**src/rtl/fifo_wr_arbiter.sv**
```systemverilog
// fifo_wr_arbiter: round-robin arbiter that lets one of NUM_REQ requesters
// stream a packet (bounded to MAX_BURST beats) into a single FIFO write port.
// Arbitration happens in IDLE; the owner streams in GRANT and releases on
// last, burst limit or dropping valid. An idle cycle always separates grants.
module fifo_wr_arbiter #(
  parameter int DATA_WIDTH = 8,
  parameter int NUM_REQ    = 4,
  parameter int MAX_BURST  = 4
) (
  input  logic                            wr_clk,
  input  logic                            wr_rst_n,
  input  logic [NUM_REQ-1:0]              req_valid,
  input  logic [NUM_REQ*DATA_WIDTH-1:0]   req_data,
  input  logic [NUM_REQ-1:0]              req_last,
  output logic [NUM_REQ-1:0]              req_ready,
  output logic                            fifo_wr_en,
  output logic [DATA_WIDTH-1:0]           fifo_wr_data,
  input  logic                            fifo_full,
  input  logic                            fifo_overflow,
  output logic [$clog2(NUM_REQ)-1:0]      grant_id,
  output logic                            busy,
  output logic [7:0]                      ovf_cnt
);

  localparam int IDW = $clog2(NUM_REQ);
  localparam logic [4:0] BURST_LIM = 5'(MAX_BURST);

  typedef enum logic {IDLE, GRANT} state_t;

  state_t          state_q, state_d;
  logic [IDW-1:0]  rr_ptr_q, rr_ptr_d;
  logic [IDW-1:0]  gnt_q, gnt_d;
  logic [4:0]      beat_cnt_q, beat_cnt_d;
  logic [4:0]      cnt_inc;
  logic [7:0]      ovf_cnt_q;

  logic [IDW-1:0]  pick;
  logic            pick_vld;
  logic            g_valid;
  logic            g_last;
  logic [DATA_WIDTH-1:0] g_data;
  logic            rel;

  // Pointer after the owner, wrapping for non-power-of-two requester counts.
  function automatic logic [IDW-1:0] next_ptr(input logic [IDW-1:0] p);
    if (int'(p) == NUM_REQ - 1) return '0;
    return p + 1'b1;
  endfunction

  // Increment that sticks at the top of the 8-bit range.
  function automatic logic [7:0] sat_inc8(input logic [7:0] v);
    return (v == 8'hFF) ? v : v + 8'd1;
  endfunction

  assign cnt_inc  = beat_cnt_q + 5'd1;
  assign grant_id = gnt_q;
  assign busy     = (state_q == GRANT);
  assign ovf_cnt  = ovf_cnt_q;

  // Round-robin pick: first valid at or above rr_ptr, then wrap to the bottom.
  always_comb begin
    pick     = '0;
    pick_vld = 1'b0;
    for (int j = 0; j < NUM_REQ; j++) begin
      if (!pick_vld && req_valid[j] && (j >= int'(rr_ptr_q))) begin
        pick     = IDW'(j);
        pick_vld = 1'b1;
      end
    end
    for (int j = 0; j < NUM_REQ; j++) begin
      if (!pick_vld && req_valid[j]) begin
        pick     = IDW'(j);
        pick_vld = 1'b1;
      end
    end
  end

  // Select the current owner's valid, last and data lanes.
  always_comb begin
    g_valid = 1'b0;
    g_last  = 1'b0;
    g_data  = '0;
    for (int j = 0; j < NUM_REQ; j++) begin
      if (gnt_q == IDW'(j)) begin
        g_valid = req_valid[j];
        g_last  = req_last[j];
        g_data  = req_data[j*DATA_WIDTH +: DATA_WIDTH];
      end
    end
  end

  // Next-state and handshake outputs; a full FIFO freezes everything in GRANT.
  always_comb begin
    state_d      = state_q;
    rr_ptr_d     = rr_ptr_q;
    gnt_d        = gnt_q;
    beat_cnt_d   = beat_cnt_q;
    req_ready    = '0;
    fifo_wr_en   = 1'b0;
    fifo_wr_data = '0;
    rel          = 1'b0;
    case (state_q)
      IDLE: begin
        if (pick_vld) begin
          state_d    = GRANT;
          gnt_d      = pick;
          beat_cnt_d = '0;
        end
      end
      GRANT: begin
        for (int j = 0; j < NUM_REQ; j++) begin
          req_ready[j] = (gnt_q == IDW'(j)) && !fifo_full;
        end
        fifo_wr_en   = g_valid && !fifo_full;
        fifo_wr_data = g_data;
        if (!fifo_full) begin
          if (g_valid) begin
            beat_cnt_d = cnt_inc;
            if (g_last || (cnt_inc == BURST_LIM)) rel = 1'b1;
          end else begin
            rel = 1'b1;
          end
        end
        if (rel) begin
          state_d  = IDLE;
          rr_ptr_d = next_ptr(gnt_q);
          gnt_d    = '0;
        end
      end
      default: state_d = IDLE;
    endcase
  end

  // Arbiter state registers with synchronous active-low reset.
  always_ff @(posedge wr_clk) begin
    if (!wr_rst_n) begin
      state_q    <= IDLE;
      rr_ptr_q   <= '0;
      gnt_q      <= '0;
      beat_cnt_q <= '0;
    end else begin
      state_q    <= state_d;
      rr_ptr_q   <= rr_ptr_d;
      gnt_q      <= gnt_d;
      beat_cnt_q <= beat_cnt_d;
    end
  end

  // Saturating count of cycles with the FIFO overflow flag raised.
  always_ff @(posedge wr_clk) begin
    if (!wr_rst_n) begin
      ovf_cnt_q <= '0;
    end else if (fifo_overflow) begin
      ovf_cnt_q <= sat_inc8(ovf_cnt_q);
    end
  end

endmodule
```
**config.mk**
```make
export PLATFORM = sky130hd
export DESIGN_NAME = fifo_wr_arbiter
export DESIGN_NICKNAME = d
export VERILOG_FILES = /design/src/rtl/fifo_wr_arbiter.sv
export SDC_FILE = /design/constraint.sdc
export NUM_CORES = 1
export LEC_CHECK = 0
export BUFFER_PORTS_ARGS = -buffer_cell sky130_fd_sc_hd__buf_2
export CAP_MARGIN = 20
export CORE_MARGIN = 2
export CORE_UTILIZATION = 40
export DETAILED_ROUTE_END_ITERATION = 8
export PLACE_DENSITY_LB_ADDON = 0.08
export RECOVER_POWER = 25
export SLEW_MARGIN = 20
export SYNTH_ARGS = -nofsm -noshare
export SYNTH_HDL_FRONTEND = slang
export SYNTH_SLANG_ARGS = --single-unit
```
**constraint.sdc**
```tcl
create_clock -name wr_clk -period 2.5 [get_ports wr_clk]
set_input_delay 0.125 -clock wr_clk [delete_from_list [all_inputs] [get_ports wr_clk]]
set_output_delay 0.125 -clock wr_clk [all_outputs]
set_load 0.01 [all_outputs]
```
==> flow_metrics.py <==
metrics = {
    "die": {
        "io_pins": 68,
        "coreArea_um2": 3280,
        "die-area_um2": 3840,
        "die_h_um": 62.0,
        "die_x_um": 62.0,
        "initial_core_util_pct": 40.9,
        "rows": 21,
    },
    "routing": {
        "vias_per_cell": 5.13,
        "routedWlPerCell_um": 12.3,
        "drt-initial-drc-count": 63,
        "vias": 1462,
        "drt-total-wl_um": 3520,
        "drc": 0,
        "ant_nets": 0,
        "first_pass_iters": 4,
    },
    "critical_path": {
        "cp.arrival_ns": 2.08,
        "crit_required_ns": 2.38,
        "critPathMaxFanout": 7,
        "worst_r2r_startpoint": "grant_id[0]$_SDFFE_PN0P_",
        "worstSetupPathType": "reg2out",
        "critPathLaunchType": "flop",
        "worstReg2RegEnd": "beat_cnt_q[2]$_SDFFE_PN0P_",
        "reg2regPathDepth": 7,
        "cp-end-kind": "primary output",
        "regToRegSetupSlack_ns": 0.35,
    },
    "logic_synthesis": {
        "syn_avg_cell_area_um2": 7.72,
        "synthAdderAreaFrac_pct": 5.59,
        "ys_warn_count": 0,
        "synth_compound_area_share_pct": 23.9,
        "synth_top_family_by_area": "simple AND/OR/NAND/NOR gates",
        "synth_xor_xnor_area_share_pct": 3.91,
        "synth.area.mux_share_pct": 4.66,
        "ys_seq_elements": 18,
        "syn_nets": 224,
        "synthCells": 174,
        "ys_async_sr_fraction_pct": 0,
        "synth_edf_count": 0,
        "synthesis.area_um2": 1340,
        "seq_area_frac_synth_pct": 26.8,
        "synth.distinct_cells": 43,
        "synth_flop_cell": "dfxtp_1",
        "synth-simple-area-share_pct": 29.1,
    },
    "power_and_ir_drop": {
        "powerDensity_nw_per_um2": 422,
        "intPower_mw": 0.500,
        "swShare_pct": 32.0,
        "vdd_drop_max_v": 0.000298,
        "combPwrFrac_pct": 33.8,
        "leakagePower_nw": 0.786,
        "clockPowerShare_pct": 24.0,
        "p_switching_mw": 0.236,
        "pwr-share-seq_pct": 42.2,
    },
    "clock_network": {
        "htreeDepth": 1,
        "numCtsBuffers": 3,
        "post_cts_buffers": 0,
        "cts_tree": "built",
        "cts_sinks": 18,
        "clkSlewWorstSetupHoldPaths_ns": 0.10,
        "worst_skew_pair.late_latency_ns": 0.29,
        "cts.path.max_buffers": 2,
        "cts-root-buf": "clkbuf_4",
    },
    "global_routing": {
        "grt_pass1_wl_um": 5180,
        "gr-total-overflow": 0,
        "grt_max_degree": 19,
        "grt_pass1_vias": 1158,
        "grt_usage_pct": 17.8,
        "antenna_found_initial": 0,
    },
    "run_status": {
        "status": "finished clean",
    },
    "place": {
        "portBuffers": 67,
        "dp_slack_ns": 0.392,
        "gp_congestion": 0.831,
        "hpwl_um": 2710,
    },
    "worst_hold_path": {
        "hp-class": "in2reg",
        "worstHoldPathCells": 2,
        "holdCritStartpoint": "fifo_full",
        "min_to": "busy$_SDFF_PN0_",
    },
    "cells_and_area": {
        "multi_input_area_um2": 906,
        "nets": 290,
        "register_area_um2": 360,
        "diodes": 0,
        "drive_gt1_share_pct": 29.7,
        "postLayoutCoreUtil_pct": 53.1,
        "nFillCells": 351,
        "area_delta_synth_final_pct": 29.7,
    },
    "timing": {
        "maxSlewHeadroom_pct": 50.9,
        "period_share_pct": 88.3,
        "finalCriticalPeriod_ns": 2.21,
        "slew_viol_final": 0,
        "clock.fmax_ghz": 0.453,
        "fin_skew_ns": 0.00407,
        "postLayoutSetupSlackWorst_ns": 0.294,
        "rsz0062_at_grt": "no",
        "fin_hold_ws_ns": 0.128,
        "hold_violations": 0,
        "tns_ns": 0,
        "tightest_slew_ns": 0.727,
        "setup_viol": 0,
    },
    "run": {
        "max_cap_viol_count": 0,
    },
}
==> cells in the mapped netlist (2+ instances only) <==
library cell	n	area, µm²
a211o_1	2	17.5
a21oi_1	13	65.1
a221oi_1	7	61.3
a41o_1	3	30.0
and2_1	5	31.3
clkbuf_1	7	26.3
dfxtp_1	18	360
ha_1	6	75.1
inv_1	10	37.5
mux2_2	2	22.5
mux2i_1	4	40.0
nand2_1	14	52.6
nand2b_1	3	18.8
nand3_1	3	15.0
nand3b_1	2	15.0
nand4_1	2	12.5
nor2_1	19	71.3
nor2b_1	9	56.3
nor3_1	13	65.1
o21ai_0	4	20.0
or3_1	2	12.5
xnor2_1	5	43.8
==> layout make-up <==
class	count	share of cell area, %
Multi-Input combinational cell	137	52.0
Sequential cell	18	20.7
Timing Repair Buffer	70	19.8
Tap cell	46	3.30
Inverter	10	2.15
Clock buffer	4	2.08
==> worst max-delay path by stage <==
stage / start / end / cells past startpoint
6_report: grant_id[0]$_SDFFE_PN0P_ / fifo_wr_data[5] / 9
5_1_grt: grant_id[0]$_SDFFE_PN0P_ / fifo_wr_data[0] / 9
4_1_cts: grant_id[0]$_SDFFE_PN0P_ / fifo_wr_data[2] / 8
3_5_place_dp: grant_id[1]$_SDFFE_PN0P_ / beat_cnt_q[0]$_SDFFE_PN0P_ / 7
3_3_place_gp: grant_id[0]$_SDFFE_PN0P_ / rr_ptr_q[1]$_SDFFE_PN0P_ / 6
2_1_floorplan: grant_id[0]$_SDFFE_PN0P_ / rr_ptr_q[0]$_SDFFE_PN0P_ / 8
==> placed cells by master, fill, tap and decap left out, types with 2 or more instances in the layout <==
cell type and n:
inv_1 10, mux2_2 2, clkbuf_4 3, nand4_1 2, or3_1 2, nor3_1 13
nor2b_1 9, nor2_1 19, ha_1 5, a21oi_1 13, a221oi_1 7, o21ai_0 4
nand3_1 3, buf_2 57, buf_4 3, dfxtp_1 18, mux2i_1 4, xnor2_1 5
clkbuf_1 10, a41o_1 3, and2_1 5, nand3b_1 2, nand2_1 14, nand2b_1 3
a211o_1 2
==> cells by family after synthesis <==
| family | Yosys count |
|---|---|
| compound gates | 43 |
| xor+xnor | 6 |
| fa+ha+maj | 6 |
| buf+inv | 19 |
| flops | 18 |
| mux | 6 |
| simple gates | 76 |
==> per-layer routing <==
| layer | global-route usage (%) | up-vias | part of all wire, % | wire [µm] |
|---|---|---|---|---|
| met5 | 0 | - | 0 | 0 |
| met4 | 6.38 | 0 | 0.85 | 30 |
| met3 | 2.07 | 4 | 6.8 | 238 |
| met2 | 29.2 | 51 | 46 | 1600 |
| met1 | 24.1 | 654 | 47 | 1650 |
| li1 | - | 753 | - | - |
==> registers in the layout, summed over array words and instances (netlist names) <==
name        cells
rr_ptr_q        2
ovf_cnt         8
grant_id        2
beat_cnt_q      5
busy            1
==> critical path, cell delays in order, from the launching register on <==
cell	delay, ns
dfxtp_1	0.43
inv_1	0.09
ha_1	0.24
nor2b_1	0.18
buf_4	0.18
a221oi_1	0.26
nor3_1	0.08
a21oi_1	0.13
nor2_1	0.06
buf_2	0.15
==> power groups by stage <==
stage	clock (mW)	combinational [mW]	sequential [mW]
floorplan	0	0.160	0.318
global placement	0	0.251	0.316
detailed placement	0	0.250	0.317
CTS	0.189	0.251	0.310
global route	0.195	0.282	0.313
finish	0.177	0.249	0.310
==> through the flow <==
step           cells  cell area (µm²)  total power [mW]
3_5_place_dp     281             1720             0.567
4_1_cts          285             1750             0.750
6_report         285             1740             0.736
5_1_grt          285             1740             0.790
3_3_place_gp     281             1720             0.567
2_1_floorplan    174             1340             0.478
==> timing repair <==
action / in CTS / in global routing
hold buffers: 0 / 0
gates resized for setup: 0 / 1
endpoints found under the setup margin: 0 / 5
(Power assumes the default switching activity.)
